[src/rtl/inst_pkg.sv]
// Instruction-set constants, loader FSM states and the ID-to-byte encoder
// shared by the program loader and its neighbours.
package inst_pkg;

   localparam logic [3:0] ID_2  = 4'd2;
   localparam logic [3:0] ID_4  = 4'd4;
   localparam logic [3:0] ID_8  = 4'd8;
   localparam logic [3:0] ID_9  = 4'd9;
   localparam logic [3:0] ID_11 = 4'd11;

   localparam logic [3:0] OPC_2  = 4'b0111;
   localparam logic [3:0] OPC_4  = 4'b0101;
   localparam logic [3:0] OPC_8  = 4'b0000;
   localparam logic [3:0] OPC_9  = 4'b0001;
   localparam logic [3:0] OPC_11 = 4'b1110;

   localparam logic [1:0] CLASS_BASE = 2'b00;

   typedef enum logic [1:0] {IDLE, LOAD, DRAIN, DONE} encode_state_t;

   function automatic logic is_legal_id(input logic [3:0] id);
      return (id == ID_2) || (id == ID_4) || (id == ID_8) ||
             (id == ID_9) || (id == ID_11);
   endfunction

   // Unknown IDs fall back to opcode 0000, the decoder's default.
   function automatic logic [7:0] encode_op(input logic [3:0] id, input logic d);
      logic [3:0] opc;
      case (id)
         ID_2:    opc = OPC_2;
         ID_4:    opc = OPC_4;
         ID_8:    opc = OPC_8;
         ID_9:    opc = OPC_9;
         ID_11:   opc = OPC_11;
         default: opc = OPC_8;
      endcase
      return {CLASS_BASE, opc, d, 1'b0};
   endfunction

endpackage

[src/rtl/inst_encode_if.sv]
// Op stream in, memory write port and session status out of the program loader.
interface inst_encode_if #(
   parameter int ADDR_W = 8
);
   logic              start;
   logic              op_valid;
   logic              op_ready;
   logic [3:0]        op_code;
   logic              op_d;
   logic              op_last;
   logic              wr_en;
   logic              wr_ready;
   logic [ADDR_W-1:0] wr_addr;
   logic [7:0]        wr_data;
   logic              done;
   logic              busy;
   logic              err_illegal;
   logic              err_ovf;

   modport master (
      output start, op_valid, op_code, op_d, op_last, wr_ready,
      input  op_ready, wr_en, wr_addr, wr_data, done, busy, err_illegal, err_ovf
   );

   modport slave (
      input  start, op_valid, op_code, op_d, op_last, wr_ready,
      output op_ready, wr_en, wr_addr, wr_data, done, busy, err_illegal, err_ovf
   );
endinterface

[src/rtl/inst_fifo.sv]
// Register-based FIFO whose head is presented straight out of storage; no output latency.
// Push ignored when full, pop ignored when empty; full blocks push even with a same-cycle pop.
module inst_fifo #(
   parameter int WIDTH = 8,
   parameter int DEPTH = 4
) (
   input  logic             clk,
   input  logic             rst_n,
   input  logic             push_i,
   input  logic [WIDTH-1:0] din_i,
   input  logic             pop_i,
   output logic [WIDTH-1:0] dout_o,
   output logic             full_o,
   output logic             empty_o,
   output logic             one_o
);
   localparam int PTR_W = $clog2(DEPTH);
   localparam int CNT_W = PTR_W + 1;

   logic [WIDTH-1:0] mem_q [DEPTH];
   logic [PTR_W-1:0] wr_ptr_q;
   logic [PTR_W-1:0] rd_ptr_q;
   logic [CNT_W-1:0] cnt_q;
   logic             push_ok;
   logic             pop_ok;

   assign full_o  = (cnt_q == CNT_W'(DEPTH));
   assign empty_o = (cnt_q == '0);
   assign one_o   = (cnt_q == CNT_W'(1));
   assign push_ok = push_i && !full_o;
   assign pop_ok  = pop_i && !empty_o;
   assign dout_o  = mem_q[rd_ptr_q];

   // DEPTH is a power of two, so the pointers wrap on their own.
   always_ff @(posedge clk or negedge rst_n) begin
      if (!rst_n) begin
         for (int i = 0; i < DEPTH; i++) mem_q[i] <= '0;
         wr_ptr_q <= '0;
         rd_ptr_q <= '0;
         cnt_q    <= '0;
      end else begin
         if (push_ok) begin
            mem_q[wr_ptr_q] <= din_i;
            wr_ptr_q        <= wr_ptr_q + PTR_W'(1);
         end
         if (pop_ok) rd_ptr_q <= rd_ptr_q + PTR_W'(1);
         cnt_q <= cnt_q + CNT_W'(push_ok) - CNT_W'(pop_ok);
      end
   end

endmodule

[src/rtl/inst_encode.sv]
// Program loader: encodes op IDs into instruction bytes and writes them to memory from address 0.
// Op-to-write latency 1 cycle; op_ready drops while the FIFO is full; INST_ENCODE_CHECK_EN drops illegal IDs.
module inst_encode #(
   parameter int DEPTH  = 4,
   parameter int ADDR_W = 8
) (
   input logic          clk,
   input logic          rst_n,
   inst_encode_if.slave bus
);
   import inst_pkg::*;

   encode_state_t     state_q, state_d;
   logic [ADDR_W-1:0] addr_q, addr_d;
   logic              ovf_q, ovf_d;
   logic              fifo_full, fifo_empty, fifo_one;
   logic              op_rdy, op_hs, wr_hs, push, id_ok;
   logic [7:0]        enc_byte, head;

   assign op_rdy   = (state_q == LOAD) && !fifo_full;
   assign op_hs    = bus.op_valid && op_rdy;
   assign wr_hs    = !fifo_empty && bus.wr_ready;
   assign enc_byte = encode_op(bus.op_code, bus.op_d);
   assign push     = op_hs && id_ok;

`ifdef INST_ENCODE_CHECK_EN
   logic ill_q, ill_d;
   assign id_ok           = is_legal_id(bus.op_code);
   assign bus.err_illegal = ill_q;

   always_comb begin
      ill_d = ill_q;
      if (state_q == IDLE && bus.start) ill_d = 1'b0;
      else if (op_hs && !id_ok)         ill_d = 1'b1;
   end

   always_ff @(posedge clk or negedge rst_n) begin
      if (!rst_n) ill_q <= 1'b0;
      else        ill_q <= ill_d;
   end
`else
   assign id_ok           = 1'b1;
   assign bus.err_illegal = 1'b0;
`endif

   inst_fifo #(.WIDTH(8), .DEPTH(DEPTH)) u_fifo (
      .clk     (clk),
      .rst_n   (rst_n),
      .push_i  (push),
      .din_i   (enc_byte),
      .pop_i   (wr_hs),
      .dout_o  (head),
      .full_o  (fifo_full),
      .empty_o (fifo_empty),
      .one_o   (fifo_one)
   );

   always_comb begin
      state_d = state_q;
      addr_d  = addr_q;
      ovf_d   = ovf_q;
      case (state_q)
         IDLE: begin
            if (bus.start) begin
               state_d = LOAD;
               addr_d  = '0;
               ovf_d   = 1'b0;
            end
         end
         LOAD:  if (op_hs && bus.op_last) state_d = DRAIN;
         // Leaving on the final pop lets done land the cycle after the last write.
         DRAIN: if (fifo_empty || (fifo_one && wr_hs)) state_d = DONE;
         DONE:  state_d = IDLE;
         default: state_d = IDLE;
      endcase
      if (wr_hs) begin
         addr_d = addr_q + ADDR_W'(1);
         if (&addr_q) ovf_d = 1'b1;
      end
   end

   always_ff @(posedge clk or negedge rst_n) begin
      if (!rst_n) begin
         state_q <= IDLE;
         addr_q  <= '0;
         ovf_q   <= 1'b0;
      end else begin
         state_q <= state_d;
         addr_q  <= addr_d;
         ovf_q   <= ovf_d;
      end
   end

   assign bus.op_ready = op_rdy;
   assign bus.wr_en    = !fifo_empty;
   assign bus.wr_data  = head;
   assign bus.wr_addr  = addr_q;
   assign bus.done     = (state_q == DONE);
   assign bus.busy     = (state_q != IDLE);
   assign bus.err_ovf  = ovf_q;

endmodule

[src/flat_wrapper.sv]
// flat-port wrapper written by rule: the top's interface ports become plain ports
module inst_encode_flat import inst_pkg::*;
#(
   parameter int DEPTH  = 4,
   parameter int ADDR_W = 8
)
  (clk, rst_n, bus_start, bus_op_valid, bus_op_code, bus_op_d, bus_op_last, bus_wr_ready, bus_op_ready, bus_wr_en, bus_wr_addr, bus_wr_data, bus_done, bus_busy, bus_err_illegal, bus_err_ovf);
  inst_encode_if #(.ADDR_W(ADDR_W)) bus_i ();
  input logic clk;
  input logic rst_n;
  input wire logic [$bits(bus_i.start)-1:0] bus_start;
  input wire logic [$bits(bus_i.op_valid)-1:0] bus_op_valid;
  input wire logic [$bits(bus_i.op_code)-1:0] bus_op_code;
  input wire logic [$bits(bus_i.op_d)-1:0] bus_op_d;
  input wire logic [$bits(bus_i.op_last)-1:0] bus_op_last;
  input wire logic [$bits(bus_i.wr_ready)-1:0] bus_wr_ready;
  output wire logic [$bits(bus_i.op_ready)-1:0] bus_op_ready;
  output wire logic [$bits(bus_i.wr_en)-1:0] bus_wr_en;
  output wire logic [$bits(bus_i.wr_addr)-1:0] bus_wr_addr;
  output wire logic [$bits(bus_i.wr_data)-1:0] bus_wr_data;
  output wire logic [$bits(bus_i.done)-1:0] bus_done;
  output wire logic [$bits(bus_i.busy)-1:0] bus_busy;
  output wire logic [$bits(bus_i.err_illegal)-1:0] bus_err_illegal;
  output wire logic [$bits(bus_i.err_ovf)-1:0] bus_err_ovf;
  assign bus_i.start = bus_start;
  assign bus_i.op_valid = bus_op_valid;
  assign bus_i.op_code = bus_op_code;
  assign bus_i.op_d = bus_op_d;
  assign bus_i.op_last = bus_op_last;
  assign bus_i.wr_ready = bus_wr_ready;
  assign bus_op_ready = bus_i.op_ready;
  assign bus_wr_en = bus_i.wr_en;
  assign bus_wr_addr = bus_i.wr_addr;
  assign bus_wr_data = bus_i.wr_data;
  assign bus_done = bus_i.done;
  assign bus_busy = bus_i.busy;
  assign bus_err_illegal = bus_i.err_illegal;
  assign bus_err_ovf = bus_i.err_ovf;
  inst_encode #(.DEPTH(DEPTH), .ADDR_W(ADDR_W)) u_core (.clk(clk), .rst_n(rst_n), .bus(bus_i));
endmodule
[config.mk]
export PLATFORM = sky130hd
export DESIGN_NAME = inst_encode_flat
export DESIGN_NICKNAME = d
export VERILOG_FILES = /design/src/rtl/inst_pkg.sv /design/src/rtl/inst_encode_if.sv /design/src/rtl/inst_fifo.sv /design/src/rtl/inst_encode.sv /design/src/flat_wrapper.sv
export SDC_FILE = /design/constraint.sdc
export NUM_CORES = 1
export LEC_CHECK = 0
export ABC_AREA = 1
export ABC_CLOCK_PERIOD_IN_PS = 6200
export CAP_MARGIN = 20
export CORE_MARGIN = 2
export CORE_UTILIZATION = 30
export CTS_CLUSTER_DIAMETER = 120
export DETAILED_ROUTE_END_ITERATION = 6
export GPL_ROUTABILITY_DRIVEN = 1
export SETUP_SLACK_MARGIN = 0.15
export SLEW_MARGIN = 15
export SYNTH_ARGS = -nofsm -noshare
export SYNTH_HDL_FRONTEND = slang
export SYNTH_SLANG_ARGS = --single-unit
[constraint.sdc]
create_clock -name clk -period 6.2 [get_ports clk]
set_clock_uncertainty 0.2 [all_clocks]
set_input_delay 0.93 -clock clk [delete_from_list [all_inputs] [get_ports clk]]
set_output_delay 0.93 -clock clk [all_outputs]
set_load 0.02 [all_outputs]
Yosys cells after proc, flatten, opt, wreduce, memory -nomap -nowiden
Cells that the tools add are included.

Register bits after elaboration: 50. Input port bits: 11. Output and inout port bits: 22.

$add $sub $neg: 5. $lt $le $gt $ge: 3. Equality and inequality tests: 12. Muxes and demuxes: 18. Bitwise logic cells: 2. Reduce and logical (&&, ||, !) cells: 19.

Operators with widths (number): 8-bit 2-to-1 mux (6); 32-bit bitwise mux (1); 8-bit binary-select mux with 2-bit select (1); 8-bit demux with 2-bit select (1); 4-bit one-hot mux with 4 select lines (1); 8-bit by 1-bit adder with 8-bit output (second input constant) (1); 4-bit equality test (second input constant) (2); 1-bit logical AND (8); 2-bit one-hot mux with 4 select lines (1); 8-bit AND reduction (1); 3-bit >= comparator (second input constant) (2); 2-bit 2-to-1 mux (3); 2-bit NOT with 3-bit output (2); 2-bit nonzero test (3); 2-bit by 1-bit adder with 2-bit output (second input constant) (2); 2-bit equality test (second input constant) (2); 4-bit by 2-bit equality test with 1-bit output (second input constant) (1); 4-bit by 3-bit equality test with 1-bit output (second input constant) (1); 1-bit 2-to-1 mux (4); 2-bit inequality test (second input constant) (2); 3-bit by 1-bit adder with 3-bit output (1); 3-bit by 1-bit equality test with 1-bit output (second input constant) (1); 3-bit equality test (second input constant) (1); 3-bit zero test (1); 9 further kinds (10).

Longest topological paths before layout
Depth after elaboration: 7. Gate-level depth with buffers: 10. Mapped depth without buffers: 10.

Cells and area by module
A second synthesis with hierarchy kept.

Cells, all modules: 355. Area total of the unflattened synthesis: 2780.2 um2.

By module, submodules not included: inst_fifo (times used 1, cells each 247, area an instance 2020.7 um2, sequential area each 975.9 um2); inst_encode (times used 1, cells each 108, area an instance 759.5 um2, sequential area each 275.3 um2).

Least setup slack after synthesis
OpenSTA, ideal clock, no wires.

Kind: input -> register. From: in bus_wr_ready. To: reg u_core.u_fifo.cnt_q[2]. Arrival time: 2115 ps. Data required time: 5877 ps. Path slack: 3763 ps. Cell stages on the path: 8. Path buffers: 0. Path through: nand2_2 inv_2 ha_1 inv_1 ha_1 inv_1 fa_1 xnor2_1.

Longest elaborated chain between the ends: 3.

RTL lines: start: declaration (line flat_wrapper.sv:16) `input wire logic [$bits(bus_i.wr_ready)-1:0] bus_wr_ready;`; 1-bit logical AND (line inst_encode.sv:22) `assign wr_hs = !fifo_empty && bus.wr_ready;`; 1-bit logical AND (line inst_fifo.sv:31) `assign pop_ok = pop_i && !empty_o;`; named net u_core.u_fifo.pop_ok (line inst_fifo.sv:25) `logic pop_ok;`; 3-bit by 1-bit subtractor with 3-bit output (line inst_fifo.sv:47) `cnt_q <= cnt_q + CNT_W'(push_ok) - CNT_W'(pop_ok);`; end signal: assignment (line inst_fifo.sv:47); end: declaration (line inst_fifo.sv:23) `logic [CNT_W-1:0] cnt_q;`.

The timed path passes the listed nets, and every way through them passes these cells. A chain may end at the register's enable or synchronous reset.

Final worst setup path
From: reg u_core.state_q[1]. To: out bus_op_ready.

Longest elaborated chain between the ends: 2.

RTL lines: start: declaration (line inst_encode.sv:13) `encode_state_t state_q, state_d;`; start signal: assignment (line inst_encode.sv:88) `state_q <= state_d;`; 2-bit by 1-bit equality test with 1-bit output (line inst_encode.sv:20) `assign op_rdy = (state_q == LOAD) && !fifo_full;`; 1-bit logical AND (line inst_encode.sv:20); end: declaration (line flat_wrapper.sv:17) `output wire logic [$bits(bus_i.op_ready)-1:0] bus_op_ready;`.

Every way passes these cells.

==> flow_summary.yaml <==
outcome:
  status: "complete, no violations"
placement:
  dp.final_hpwl_um: 3220
  portBuffers: 28
  place_congestion: 0.807
clocking:
  clkTransAtPathRegs_ns: 0.07
  clk_path_buf_depth: 2
  post_cts.repair.setup_buffers: 0
  root_buffer: "clkbuf_8"
  holdBufCountCts: 0
  cts.sink_count: 38
  clock_latency_ns: 0.29
  cts-resized-gates: 0
  cts_tree: "yes"
  numCtsBuffers: 5
  htreeDepth: 2
layout:
  n_antenna_cell: 0
  drive_gt1_share_pct: 7.64
  nNetsFinal: 297
  utilization_pct: 37.3
  area_growth_pct: 22.2
  fillCellCount: 705
power_and_ir_drop:
  powerDensity_nw_per_um2: 477
  leakage_nw: 1.21
  power_mw: 1.19
  ir_worst_vdd_mv: 0.138
global_routing:
  overflow: 0
  track_usage_pct: 12.9
  grt_pass1_vias: 1615
  grt_max_degree: 39
  grt_pass1_wl_um: 7480
  antenna_found_initial: 0
timing:
  holdWs_ns: 0.287
  fmax_mhz: 313
  rsz0062_at_grt: "no"
  fin_crit_ns: 3.20
  setup_tns_ns: 0
  hold_violations: 0
  maxSlewViolCount: 0
  post-route-period-util_pct: 51.6
  setup_violations: 0
route:
  drc_errors: 0
  wl_um: 4330
  routedWlPerCell_um: 12.2
  routed-via-count: 1657
  routed_via_density: 4.67
  first_pass_iters: 4
  dr.first_iter.drc_count: 118
  ant_nets: 0
critical_path:
  cp.required_ns: 5.07
  critPathLaunchType: "register"
  worstSetupPathType: "reg -> out"
  cp.arrival_ns: 2.07
  crit_fanout: 4
  critPathCaptureType: "primary output"
yosys:
  syn_area_um2: 2040
  yosysWarnings: 0
  netlist-cell-type-count: 26
  yosys_register_bits: 38
  netlist_instances: 241
  ys_seq_area_share_pct: 46.7
  avgSynthCellArea_um2: 8.46
die:
  die_height_um: 86.4
  chipWidth_um: 86.4
  core_um2: 6680
  std_cell_rows: 30
  dieArea_um2: 7470
  initial_core_util_pct: 30.5
  pin_count: 33
job:
  drv_cap: 0
worst_hold_path:
  hold_class: "reg -> reg"
## critical path: stages, from the launching register on
cell,delay (ns)
dfrtp_1,0.42
inv_1,0.09
ha_1,0.27
a21boi_4,0.33
clkdlybuf4s50_1,0.66
## cell usage after synthesis
cell	n	area (um^2)
a21boi_4	1	18.8
a21oi_1	4	20.0
buf_4	4	30.0
clkbuf_1	2	7.51
clkinv_2	1	5.00
conb_1	1	3.75
dfrtp_1	38	951
fa_1	1	20.0
ha_1	11	138
inv_1	21	78.8
inv_2	3	11.3
nand2_1	72	270
nand2_2	2	12.5
nand3_1	9	45.0
nand3_4	4	70.1
nand4_1	6	37.5
nor2_1	21	78.8
nor2_4	1	11.3
o21a_1	1	7.51
o21ai_0	21	105
o21ai_1	3	15.0
o22ai_1	7	43.8
o31ai_1	1	7.51
or2_2	1	6.26
xnor2_1	2	17.5
xor2_1	3	26.3
## final cells by class
type / count / area, um^2 / area share [%]
multi-input cells: 175 / 966 / 38.8
flip-flops and latches: 38 / 951 / 38.2
repair buffers: 29 / 288 / 11.6
well taps: 80 / 100 / 4.02
inverters: 25 / 95.1 / 3.82
clock buffers: 7 / 86.3 / 3.47
clock inverters: 1 / 5.00 / 0.201
## cell usage in the layout, fill, tap and decap left out, types with 4 or more instances in the layout
master           count
nand4_1              6
o22ai_1              7
inv_1               21
clkdlybuf4s50_1     28
nand3_1              9
conb_1               4
nand2_1             72
a21oi_1              4
clkbuf_8             6
nand3_4              4
dfrtp_1             38
nor2_1              21
o21ai_0             21
ha_1                11
## path summary, 6_finish.rpt
path / slack [ns] / to / from / cells past startpoint
min in group asynchronous: 0.86 / u_core.u_fifo.mem_q[2] / rst_n / 2
worst min register to register: 0.29 / u_core.u_fifo.mem_q[27] / u_core.u_fifo.mem_q[27] / 2
worst min-delay path: 0.29 / u_core.u_fifo.mem_q[27] / u_core.u_fifo.mem_q[27] / 2
worst max-delay path: 3.00 / bus_op_ready / u_core.state_q[1] / 4
max in group asynchronous: 4.61 / u_core.u_fifo.mem_q[20] / rst_n / 2
worst max register to register: 3.83 / u_core.u_fifo.cnt_q[2] / u_core.state_q[1] / 9
## routing by layer
metal / track usage [%] / routed length, um / part of all wire, % / vias to the layer above
met3: 3.14 / 177 / 4.1 / 7
met2: 20.2 / 1960 / 45 / 36
met5: 0 / 0 / 0 / -
li1: - / - / - / 837
met4: 5.97 / 104 / 2.4 / 0
met1: 16.8 / 2090 / 48 / 777
## state kept, by name (all words and copies together), names as in the netlist
name / count
u_core.bus.err_ovf: 1
u_core.bus.wr_addr: 8
u_core.state_q: 2
u_core.u_fifo.mem_q: 20
u_core.u_fifo.cnt_q: 3
u_core.u_fifo.wr_ptr_q: 2
u_core.u_fifo.rd_ptr_q: 2
## power breakdown
part	leakage (nW)	switching (mW)	internal, mW
Sequential	0.491	0.0900	0.346
Combinational	0.667	0.326	0.247
Clock	0.0482	0.0884	0.0897
## cells by family (layout without fill, tap and decap cells)
family | after synthesis | in the layout | share of synthesized area, %
buffers and inverters | 31 | 62 | 6.51
xor gates and xnor gates | 5 | 5 | 2.15
adders and majority gates | 12 | 12 | 7.73
other | 1 | 4 | 0.184
AOI/OAI and AO/OA | 38 | 38 | 10.7
DFF | 38 | 38 | 46.7
and+or+nand+nor | 116 | 116 | 26.1
## through the flow
step / area [um^2] / cells / setup WS, ns
floorplan: 2050 / 244 / 3.76
global placement: 2400 / 347 / 2.96
detailed placement: 2400 / 347 / 2.88
CTS: 2490 / 355 / 2.96
global route: 2490 / 355 / 2.89
finish: 2490 / 355 / 3.00
Note: power is estimated with default switching activity, not from simulation.
